==> src/rtl/cu_sequencer_pkg.sv <==
// rtl/cu_sequencer_pkg.sv - shared state, opcode and ACC-source encodings for the control unit
package cu_sequencer_pkg;

    typedef enum logic [3:0] {
        S_RST,
        S_IDLE,
        S_F0,
        S_F1,
        S_DEC,
        S_E0,
        S_E1,
        S_E2,
        S_HALT
    } state_e;

    localparam logic [3:0] OP_NOP = 4'h0;
    localparam logic [3:0] OP_LDA = 4'h1;
    localparam logic [3:0] OP_ADD = 4'h2;
    localparam logic [3:0] OP_SUB = 4'h3;
    localparam logic [3:0] OP_STA = 4'h4;
    localparam logic [3:0] OP_LDI = 4'h5;
    localparam logic [3:0] OP_JMP = 4'h6;
    localparam logic [3:0] OP_JZ  = 4'h7;
    localparam logic [3:0] OP_JC  = 4'h8;
    localparam logic [3:0] OP_OUT = 4'hE;
    localparam logic [3:0] OP_HLT = 4'hF;

    localparam logic [1:0] ACC_SEL_MEM = 2'd0;
    localparam logic [1:0] ACC_SEL_ALU = 2'd1;
    localparam logic [1:0] ACC_SEL_IMM = 2'd2;

endpackage

==> src/rtl/cu_opdecode.sv <==
// rtl/cu_opdecode.sv - opcode to execute-phase length flags
module cu_opdecode
    import cu_sequencer_pkg::*;
(
    input  logic [3:0] op,
    output logic       needs_e0,
    output logic       needs_e1,
    output logic       needs_e2
);

    always_comb begin
        needs_e0 = 1'b0;
        needs_e1 = 1'b0;
        needs_e2 = 1'b0;
        case (op)
            OP_LDA, OP_STA: begin
                needs_e0 = 1'b1;
                needs_e1 = 1'b1;
            end
            OP_ADD, OP_SUB: begin
                needs_e0 = 1'b1;
                needs_e1 = 1'b1;
                needs_e2 = 1'b1;
            end
            OP_LDI, OP_JMP, OP_JZ, OP_JC, OP_OUT: needs_e0 = 1'b1;
            default: ;
        endcase
    end

endmodule

==> src/rtl/cu_sequencer.sv <==
// rtl/cu_sequencer.sv - fetch/decode/execute strobe sequencer for the 8-bit accumulator CPU
module cu_sequencer
    import cu_sequencer_pkg::*;
#(
    parameter int CNT_W = 8
) (
    input  logic             clk,
    input  logic             clear,
    input  logic             run,
    input  logic             step_mode,
    input  logic [3:0]       opcode,
    input  logic             zero_flag,
    input  logic             carry_flag,
    output logic             ir_load,
    output logic             ir_clear,
    output logic             pc_inc,
    output logic             pc_load,
    output logic             pc_clear,
    output logic             mar_sel,
    output logic             mar_load,
    output logic             mem_rd,
    output logic             mem_wr,
    output logic             b_load,
    output logic             acc_load,
    output logic [1:0]       acc_sel,
    output logic             alu_sub,
    output logic             out_load,
    output logic             halted,
    output logic             busy,
    output logic [CNT_W-1:0] instr_cnt
);

    state_e             state_q, state_d;
    logic [3:0]         op_q, op_d;
    logic [CNT_W-1:0]   cnt_q, cnt_d;
    logic               run_q, run_d;
    logic               go, needs_e0, needs_e1, needs_e2;
    logic [3:0]         dec_op;
    state_e             end_state;

    // In S_DEC the fresh opcode decides the path; op_q is only valid afterwards.
    assign dec_op = (state_q == S_DEC) ? opcode : op_q;

    cu_opdecode u_opdecode (
        .op       (dec_op),
        .needs_e0 (needs_e0),
        .needs_e1 (needs_e1),
        .needs_e2 (needs_e2)
    );

    assign go        = run & ~run_q;
    assign end_state = (step_mode || !run) ? S_IDLE : S_F0;
    assign instr_cnt = cnt_q;

    always_comb begin
        state_d  = state_q;
        op_d     = op_q;
        cnt_d    = cnt_q;
        run_d    = run;
        ir_load  = 1'b0;
        ir_clear = 1'b0;
        pc_inc   = 1'b0;
        pc_load  = 1'b0;
        pc_clear = 1'b0;
        mar_sel  = 1'b0;
        mar_load = 1'b0;
        mem_rd   = 1'b0;
        mem_wr   = 1'b0;
        b_load   = 1'b0;
        acc_load = 1'b0;
        acc_sel  = ACC_SEL_MEM;
        alu_sub  = 1'b0;
        out_load = 1'b0;
        halted   = 1'b0;
        busy     = 1'b1;
        case (state_q)
            S_RST: begin
                ir_clear = 1'b1;
                pc_clear = 1'b1;
                busy     = 1'b0;
                state_d  = S_IDLE;
            end
            S_IDLE: begin
                busy = 1'b0;
                if (go) state_d = S_F0;
            end
            S_F0: begin
                mar_load = 1'b1;
                state_d  = S_F1;
            end
            S_F1: begin
                mem_rd  = 1'b1;
                ir_load = 1'b1;
                pc_inc  = 1'b1;
                state_d = S_DEC;
            end
            S_DEC: begin
                op_d  = opcode;
                cnt_d = cnt_q + CNT_W'(1);
                if (opcode == OP_HLT) state_d = S_HALT;
                else if (needs_e0)    state_d = S_E0;
                else                  state_d = end_state;
            end
            S_E0: begin
                case (op_q)
                    OP_LDA, OP_ADD, OP_SUB, OP_STA: begin
                        mar_sel  = 1'b1;
                        mar_load = 1'b1;
                    end
                    OP_LDI: begin
                        acc_load = 1'b1;
                        acc_sel  = ACC_SEL_IMM;
                    end
                    OP_JMP:  pc_load  = 1'b1;
                    OP_JZ:   pc_load  = zero_flag;
                    OP_JC:   pc_load  = carry_flag;
                    OP_OUT:  out_load = 1'b1;
                    default: ;
                endcase
                state_d = needs_e1 ? S_E1 : end_state;
            end
            S_E1: begin
                case (op_q)
                    OP_LDA: begin
                        mem_rd   = 1'b1;
                        acc_load = 1'b1;
                    end
                    OP_ADD, OP_SUB: begin
                        mem_rd = 1'b1;
                        b_load = 1'b1;
                    end
                    OP_STA:  mem_wr = 1'b1;
                    default: ;
                endcase
                state_d = needs_e2 ? S_E2 : end_state;
            end
            S_E2: begin
                acc_load = 1'b1;
                acc_sel  = ACC_SEL_ALU;
                alu_sub  = (op_q == OP_SUB);
                state_d  = end_state;
            end
            S_HALT: begin
                halted = 1'b1;
                busy   = 1'b0;
            end
            default: begin
                busy    = 1'b0;
                state_d = S_RST;
            end
        endcase
    end

    always_ff @(posedge clk) begin
        if (clear) begin
            state_q <= S_RST;
            op_q    <= 4'h0;
            cnt_q   <= '0;
            run_q   <= 1'b0;
        end else begin
            state_q <= state_d;
            op_q    <= op_d;
            cnt_q   <= cnt_d;
            run_q   <= run_d;
        end
    end

endmodule

==> config.mk <==
export PLATFORM = sky130hd
export DESIGN_NAME = cu_sequencer
export DESIGN_NICKNAME = d
export VERILOG_FILES = /design/src/rtl/cu_sequencer_pkg.sv /design/src/rtl/cu_opdecode.sv /design/src/rtl/cu_sequencer.sv
export SDC_FILE = /design/constraint.sdc
export NUM_CORES = 1
export LEC_CHECK = 0
export BUFFER_PORTS_ARGS = -buffer_cell sky130_fd_sc_hd__buf_4
export CORE_ASPECT_RATIO = 0.8
export CORE_MARGIN = 3
export CORE_UTILIZATION = 54
export DETAILED_ROUTE_END_ITERATION = 8
export MAX_ROUTING_LAYER = met4
export PLACE_DENSITY = 0.79
export SLEW_MARGIN = 15
export SYNTH_ARGS = -nofsm -noshare
export SYNTH_HDL_FRONTEND = slang
export SYNTH_SLANG_ARGS = --single-unit
==> constraint.sdc <==
create_clock -name clk -period 2.5 [get_ports clk]
set_clock_uncertainty 0.05 [all_clocks]
set_input_delay 0.125 -clock clk [delete_from_list [all_inputs] [get_ports clk]]
set_output_delay 0.125 -clock clk [all_outputs]
set_load 0.005 [all_outputs]
==> impl_results.md, run 1 <==
- Status: finished clean
- Power Total: roughly 570 µW
- DR pass1 iterations: 5
- RSZ-0062 raised after global routing: no
- X dimension of the die: 57.3 µm
- Number of synthesized register bits: 17
- Post-Synth Simple-Gate Area: 0.392
- TritonCTS buffer count: 3
- Combined global-route utilization of all metal layers: 0.223
- Final critical-path share of the clock period: 0.866
- Congestion Overflow GR: 0
- Synth unique cells: between 40 and 50
- Cell accounting for the most synthesized area: sky130_fd_sc_hd__dfxtp_1
- Number of cells on the worst reg-to-reg path: 4
- Number of sinks on the clock net: 17
- Via density per instance: about 5.7
- Placeable core region: 1940 µm²
- Ys flop type: sky130_fd_sc_hd__dfxtp_1
- Maximum number of pins on one net before global-route repair: 19
- Cell count after synthesis: 150
- Area fraction of the dominant cell type after synthesis: 0.299
- Antenna violations before repair: 0
- Critical Path Start: state_q[1]$_SDFFE_PP0P_
- Quantity of gates resized following cts: 0
- Net count reported at finish: about 190
- Number of setup buffers added after CTS: 0
- Peak Freq: 462 MHz
- Post-synthesis average cell area: around 7.6 µm²
- Area grow syn2layout: 22.2%
- Starting density of the core: 0.586
- Count of input and output buffers: 34
- Number of placement rows: 14
- Last weighted congestion value of the routability-driven placer: 0.847
- Top cells by area in the synthesized netlist: sky130_fd_sc_hd__dfxtp_1 30%, sky130_fd_sc_hd__nand2_1 6.6%, sky130_fd_sc_hd__a21oi_1 5.7%
- Leading cell type by number of instances after synthesis: sky130_fd_sc_hd__nand2_1
- CTS tree: built
- Count of flip-flops with a built-in enable after synthesis: 0
- Sequential fraction of the synthesis area: 0.299
- Setup TNS after final layout: 0 ns
- Library cell used as clock root buffer: sky130_fd_sc_hd__clkbuf_4
- Most frequent cells after synthesis: 20 x sky130_fd_sc_hd__nand2_1, 17 x sky130_fd_sc_hd__dfxtp_1, 16 x sky130_fd_sc_hd__nor2_1
- Worst setup path endpoint: acc_load
- Deepest clock path buffer count: 2
- I/O Pins: 35
- Clock-pin transition on the worst setup and hold timing paths: ~0.10 ns
- PD cells: between 400 and 500 nW/µm²
- Multiplexer fraction of the synthesized cell area: 0.00879
- Non-filler instance count after layout: 200
- Clock H-tree levels: 1
- Slew Limit Headroom: 0.654
- HPWL after DPL: roughly 2 mm
- Drt drc: 0
- Cells after DPL: between 150 and 200
- Average detailed-routed wire length per instance: around 13 µm
- Wire length of the first global-routing pass: ~4.5 mm
- Clock insertion delay at the later pin of the skew report: between 0.2 and 0.3 ns
- Least-Margin Pin Slew: between 0.5 and 0.6 ns
- Adder and majority gate portion of the synthesized area: 0.0110
- Share of flip-flops with an asynchronous set or reset after synthesis: 0
- Highest fanout seen on the critical path: 18
- Setup violators final: 0
- Register-to-Register Setup Slack: between 0.6 and 0.7 ns
- Area enclosed by the die boundary: 2700 µm²
- Kind of end point of the critical path: output port
- Largest family of logic cells by synthesized area: simple AND/OR/NAND/NOR gates
- Share of the synthesized netlist area taken by xor and xnor gates: 0.0462
- Final wirelength: 2.66 mm
- Compound-cell area share of the yosys netlist: 0.173
- CP Launch Type: flip-flop
- N_diodes: 0
- Reg2reg end: state_q[1]$_SDFFE_PP0P_
- Number of slew-limit violations in the final report: 0
- Syn Std Cell Area: approximately 1100 µm²
- Launch point of the worst hold path: run
- Critical Path RT: between 2 and 2.5 ns
- Leak pwr: roughly 0.55 nW
- Min Tclk post-route: about 2.2 ns
- Number of nets in the synthesized netlist: between 150 and 200
- Die height: between 40 and 50 µm
- Initial drt markers: roughly 50
- Fraction of final layout cells sized beyond drive strength 1: 0.250
- YS warnings: 0
- Data arrival time of the critical path: approximately 2 ns
- Total via count in the routed design: 1147
- Worst min-delay path category: input port to flip-flop
- Hold violation total from the final report: 0
- Worst supply voltage drop on vdd: about 0.35 mV
- Post-CTS Hold Fix Bufs: 0
- Launching point of the worst reg2reg path: state_q[2]$_SDFFE_PP0P_
- Antenna violation net count after detailed routing: 0
- Category of the most critical setup path: flip-flop to output port
- Vias in the first global route: 988
- Worst slack on hold paths: 0.0125 ns
- Count of max-cap constraint violations: 0
-- per-layer routing --
layer / GRT usage / vias to the layer above / part of all wire
li1: - / 593 / -
met1: 0.311 / 510 / 0.51
met2: 0.320 / 44 / 0.41
met3: 0.0549 / 0 / 0.076
met4: 0.0556 / 0 / 0
met5: - / - / 0
-- metrics by stage --
stage / cell area, µm² / setup slack, ns / utilization
3_5_place_dp: 1370 / 0.682 / 0.702
6_report: 1390 / 0.335 / 0.716
2_1_floorplan: 1140 / 0.882 / -
3_3_place_gp: 1370 / 0.747 / 0.702
5_1_grt: 1390 / 0.197 / 0.716
4_1_cts: 1390 / 0.351 / 0.716
-- critical path, cell delays in order, from the launching register on --
cell and delay [ns]:
sky130_fd_sc_hd__dfxtp_1 0.66, sky130_fd_sc_hd__or4bb_1 0.49, sky130_fd_sc_hd__nor3_1 0.23, sky130_fd_sc_hd__a311o_1 0.21, sky130_fd_sc_hd__buf_4 0.11
-- registers in the layout, summed over array words and instances (netlist names) --
register   count
instr_cnt      8
state_q        4
op_q           4
run_q          1
-- power by group --
part | internal, mW | switching, mW
clock | 0.0621 | 0.0876
combinational | 0.0609 | 0.0534
sequential | 0.279 | 0.0241
total | 0.402 | 0.165
-- layout by cell type (no fill, tap or decap), drive strengths merged, types with 3 or more instances in the layout --
cell type	Yosys	final
nor4	4	4
a21oi	13	13
nand2	20	20
nand4	4	4
and4	3	3
nor2b	10	10
nor2	16	16
buf	6	35
o21ai	5	5
nor3	5	5
xor2	3	3
or3	3	3
xnor2	3	3
clkbuf	7	4
dfxtp	17	17
-- layout make-up --
type,count,area [µm²]
clock buffer,4,26.3
timing repair buffer,35,263
fill,151,553
inverter,2,7.51
sequential,17,340
tap,24,30.0
multi-input combinational,118,724
-- cell families after synthesis --
group,after synthesis
xor+xnor,6
compound gates,31
simple gates,79
mux,1
flops,17
fa+ha+maj,1
buf+inv,15
-- worst min-delay path by stage --
stage	slack (ns)	cells past startpoint	end
detailed placement	0.32	2	run_q$_SDFF_PP0_
global route	0.04	2	run_q$_SDFF_PP0_
finish	0.01	2	run_q$_SDFF_PP0_
CTS	0.02	2	run_q$_SDFF_PP0_
global placement	0.32	2	run_q$_SDFF_PP0_
floorplan	0.14	1	op_q[0]$_SDFF_PP0_
No activity file was read; power rests on OpenSTA's default activity.
==> run 2: changes to the inputs <==
--- a/config.mk
+++ b/config.mk
@@ -11,8 +11,9 @@
 export CORE_UTILIZATION = 54
 export DETAILED_ROUTE_END_ITERATION = 8
 export MAX_ROUTING_LAYER = met4
-export PLACE_DENSITY = 0.79
+export PLACE_DENSITY = 0.8
 export SLEW_MARGIN = 15
 export SYNTH_ARGS = -nofsm -noshare
 export SYNTH_HDL_FRONTEND = slang
+export SYNTH_HIERARCHICAL = 1
 export SYNTH_SLANG_ARGS = --single-unit
==> impl_results.md, run 2 <==
- Count of flip-flops with a built-in enable after synthesis: 0
- Total area of sequential cells: 340 µm²
- Vias in the first global route: around 1100
- Combined global-route utilization of all metal layers: 0.253
- Kind of end point of the critical path: flip-flop
- Via density per instance: approximately 5.7
- Antenna violation net count after detailed routing: 0
- Initial drt markers: 42
- Placeable core region: about 1800 µm²
- Least-Margin Pin Slew: slightly above 0.6 ns
- Clock H-tree levels: 1
- Most frequent cells in the layout: 40 x sky130_fd_sc_hd__buf_4, 22 x sky130_fd_sc_hd__nor2_1, 17 x sky130_fd_sc_hd__dfxtp_1
- Average detailed-routed wire length per instance: 14.5 µm
- Last weighted congestion value of the routability-driven placer: roughly 1
- Syn Std Cell Area: roughly 1100 µm²
- Number of sinks on the clock net: 17
- Final wirelength: ~2.9 mm
- Number of slew-limit violations in the final report: 0
- YS warnings: 6
- Net count reported at finish: 187
- Setup violators final: 0
- Die height: approximately 46 µm
- Worst hold path depth: 2
- CTS tree: built
- Number of synthesized register bits: 17
- Cell count after synthesis: approximately 140
- Starting density of the core: 0.624
- Highest fanout seen on the critical path: 7
- Worst Hold End: run_q$_SDFF_PP0_
- Area enclosed by the die boundary: between 2000 and 3000 µm²
- Sequential fraction of the synthesis area: 0.308
- Count of input and output buffers: 34
- Fraction of final layout cells sized beyond drive strength 1: 0.286
- Reg2reg end: state_q[1]$_SDFFE_PP0P_
- Number of placement rows: 13
- Number of nets in the synthesized netlist: roughly 150
- Leading cell type by number of instances after synthesis: sky130_fd_sc_hd__nor2_1
- Layout filler cell count: roughly 130
- Congestion Overflow GR: 0
- Count of max-cap constraint violations: 0
- Number of cells on the worst reg-to-reg path: 9
- Deepest clock path buffer count: 2
- Register-to-Register Setup Slack: around 0.18 ns
- I/O Pins: 35
- Wire length of the first global-routing pass: ~5 mm
- Top cells by area in the synthesized netlist: sky130_fd_sc_hd__dfxtp_1 31%, sky130_fd_sc_hd__nor2_1 7.5%, sky130_fd_sc_hd__xor2_1 6.3%
- Peak Freq: 432 MHz
- Setup ws final: between 0.15 and 0.2 ns
- Library cell used as clock root buffer: sky130_fd_sc_hd__clkbuf_4
- Hold violation total from the final report: 0
- Launch point of the worst hold path: run
- Slew Limit Headroom: 0.593
- Antenna violations before repair: 0
- Maximum number of pins on one net before global-route repair: 19
- Area used by multi-input combinational logic: just under 700 µm²
- Drt drc: 0
- Total via count in the routed design: between 1000 and 1500
- Max FFs per register: 8
- Launching point of the worst reg2reg path: state_q[0]$_SDFFE_PP0P_
- Post-CTS Hold Fix Bufs: 0
- Cell accounting for the most synthesized area: sky130_fd_sc_hd__dfxtp_1
- Area grow syn2layout: 26.4%
- Worst slack on hold paths: between 0.015 and 0.02 ns
- Worst min-delay path category: input port to flip-flop
- Area fraction of the dominant cell type after synthesis: 0.308
- Clock insertion delay at the later pin of the skew report: 0.29 ns
- Category of the most critical setup path: flip-flop to flip-flop
- Share of flip-flops with an asynchronous set or reset after synthesis: 0
- PD cells: approximately 400 nW/µm²
- Ys flop type: sky130_fd_sc_hd__dfxtp_1
- CP Launch Type: flip-flop
- N_diodes: 0
- Synth unique cells: 39
- Leading cell type in the layout, fill and taps excluded: sky130_fd_sc_hd__buf_4
- TritonCTS buffer count: 3
- Worst supply voltage drop on vdd: around 0.44 mV
- HPWL after DPL: ~2.2 mm
- Clock-pin transition on the worst setup and hold timing paths: 0.10 ns
- Leak pwr: about 0.60 nW
- Critical Path RT: roughly 2.7 ns
- Most frequent cells after synthesis: 22 x sky130_fd_sc_hd__nor2_1, 17 x sky130_fd_sc_hd__dfxtp_1, 9 x sky130_fd_sc_hd__nor2b_1
- Setup slack at placement: between 0.15 and 0.2 ns
- Power Total: 556 µW
- Final critical-path share of the clock period: 0.926
- Post-synthesis average cell area: 7.84 µm²
- Data arrival time of the critical path: 2.47 ns
- DR pass1 iterations: 4
- Min Tclk post-route: 2.32 ns
- Status: finished clean
- X dimension of the die: 56.6 µm
## run 2: cell types whose count changed in the layout (fill, tap and decap cells not counted), moves of 3 or more
cell                       previous run  this run
sky130_fd_sc_hd__a21oi_1             13         5
sky130_fd_sc_hd__buf_4               35        40
sky130_fd_sc_hd__nor2_1              16        22
sky130_fd_sc_hd__and3_1               1         4
sky130_fd_sc_hd__inv_1                2         6
sky130_fd_sc_hd__nand2b_1             2         5
sky130_fd_sc_hd__nand2_1             20         8
sky130_fd_sc_hd__xor2_1               3         8
## run 2: cell families (layout without fill, tap and decap cells)
family,Yosys count,in the layout,synth area share
AO/OA/AOI/OAI,24,24,0.148
XOR/XNOR,9,9,0.0713
adder cells (fa/ha/maj),1,1,0.0113
buffers and inverters,16,50,0.0792
flip-flops,17,17,0.308
multiplexers,3,3,0.0294
AND/OR/NAND/NOR,71,71,0.353
## run 2: worst max-delay path by stage
stage | slack (ns) | endpoint | start | depth (start not counted)
2_1_floorplan | 0.25 | state_q[0]$_SDFFE_PP0P_ | state_q[1]$_SDFFE_PP0P_ | 9
3_3_place_gp | 0.27 | state_q[0]$_SDFFE_PP0P_ | state_q[3]$_SDFFE_PP0P_ | 8
3_5_place_dp | 0.18 | state_q[0]$_SDFFE_PP0P_ | state_q[3]$_SDFFE_PP0P_ | 9
4_1_cts | 0.15 | state_q[0]$_SDFFE_PP0P_ | state_q[3]$_SDFFE_PP0P_ | 8
5_1_grt | -0.005 | state_q[0]$_SDFFE_PP0P_ | state_q[0]$_SDFFE_PP0P_ | 10
6_report | 0.18 | state_q[1]$_SDFFE_PP0P_ | state_q[0]$_SDFFE_PP0P_ | 9
## run 2: area by class of cell
type | instances | area share
Timing Repair Buffer | 40 | 0.215
Sequential cell | 17 | 0.244
Clock buffer | 4 | 0.0188
Tap cell | 22 | 0.0197
Multi-Input combinational cell | 108 | 0.487
Inverter | 6 | 0.0161
## run 2: per-stage QoR
stage           util  cell area (µm²)  std cells  setup TNS (ns)
2_1_floorplan      -             1110        141               0
3_3_place_gp   0.768             1360        192               0
3_5_place_dp   0.768             1360        192               0
4_1_cts        0.783             1390        196               0
5_1_grt        0.788             1400        197        -0.00483
6_report       0.788             1400        197               0
## run 2: layer usage
layer	global-route usage	vias to the layer above	wire length (µm)
met4	0.0664	0	31
met1	0.355	512	1410
met3	0.0504	4	229
li1	-	558	-
met2	0.369	52	1190
met5	-	-	0
## run 2: report_power, final
group          switching, mW  total [mW]  internal [mW]  leakage [nW]
Sequential           0.00770       0.285          0.277         0.138
Clock                 0.0866       0.149         0.0621        0.0150
Combinational         0.0628       0.122         0.0593         0.447
Total                  0.157       0.556          0.399         0.600
## run 2: critical path: stages (launching register included)
cell	delay (ns)
sky130_fd_sc_hd__dfxtp_1	0.36
sky130_fd_sc_hd__nor4b_4	0.27
sky130_fd_sc_hd__buf_4	0.18
sky130_fd_sc_hd__mux2_2	0.38
sky130_fd_sc_hd__nor3_1	0.17
sky130_fd_sc_hd__a21oi_1	0.07
sky130_fd_sc_hd__o21a_1	0.23
sky130_fd_sc_hd__nor2_1	0.16
sky130_fd_sc_hd__a32oi_1	0.09
sky130_fd_sc_hd__a211oi_1	0.28
## run 2: repair_timing
action                     in CTS  in global routing
resized for setup               0                  1
setup endpoints to repair       0                  3
setup buffers                   0                  1
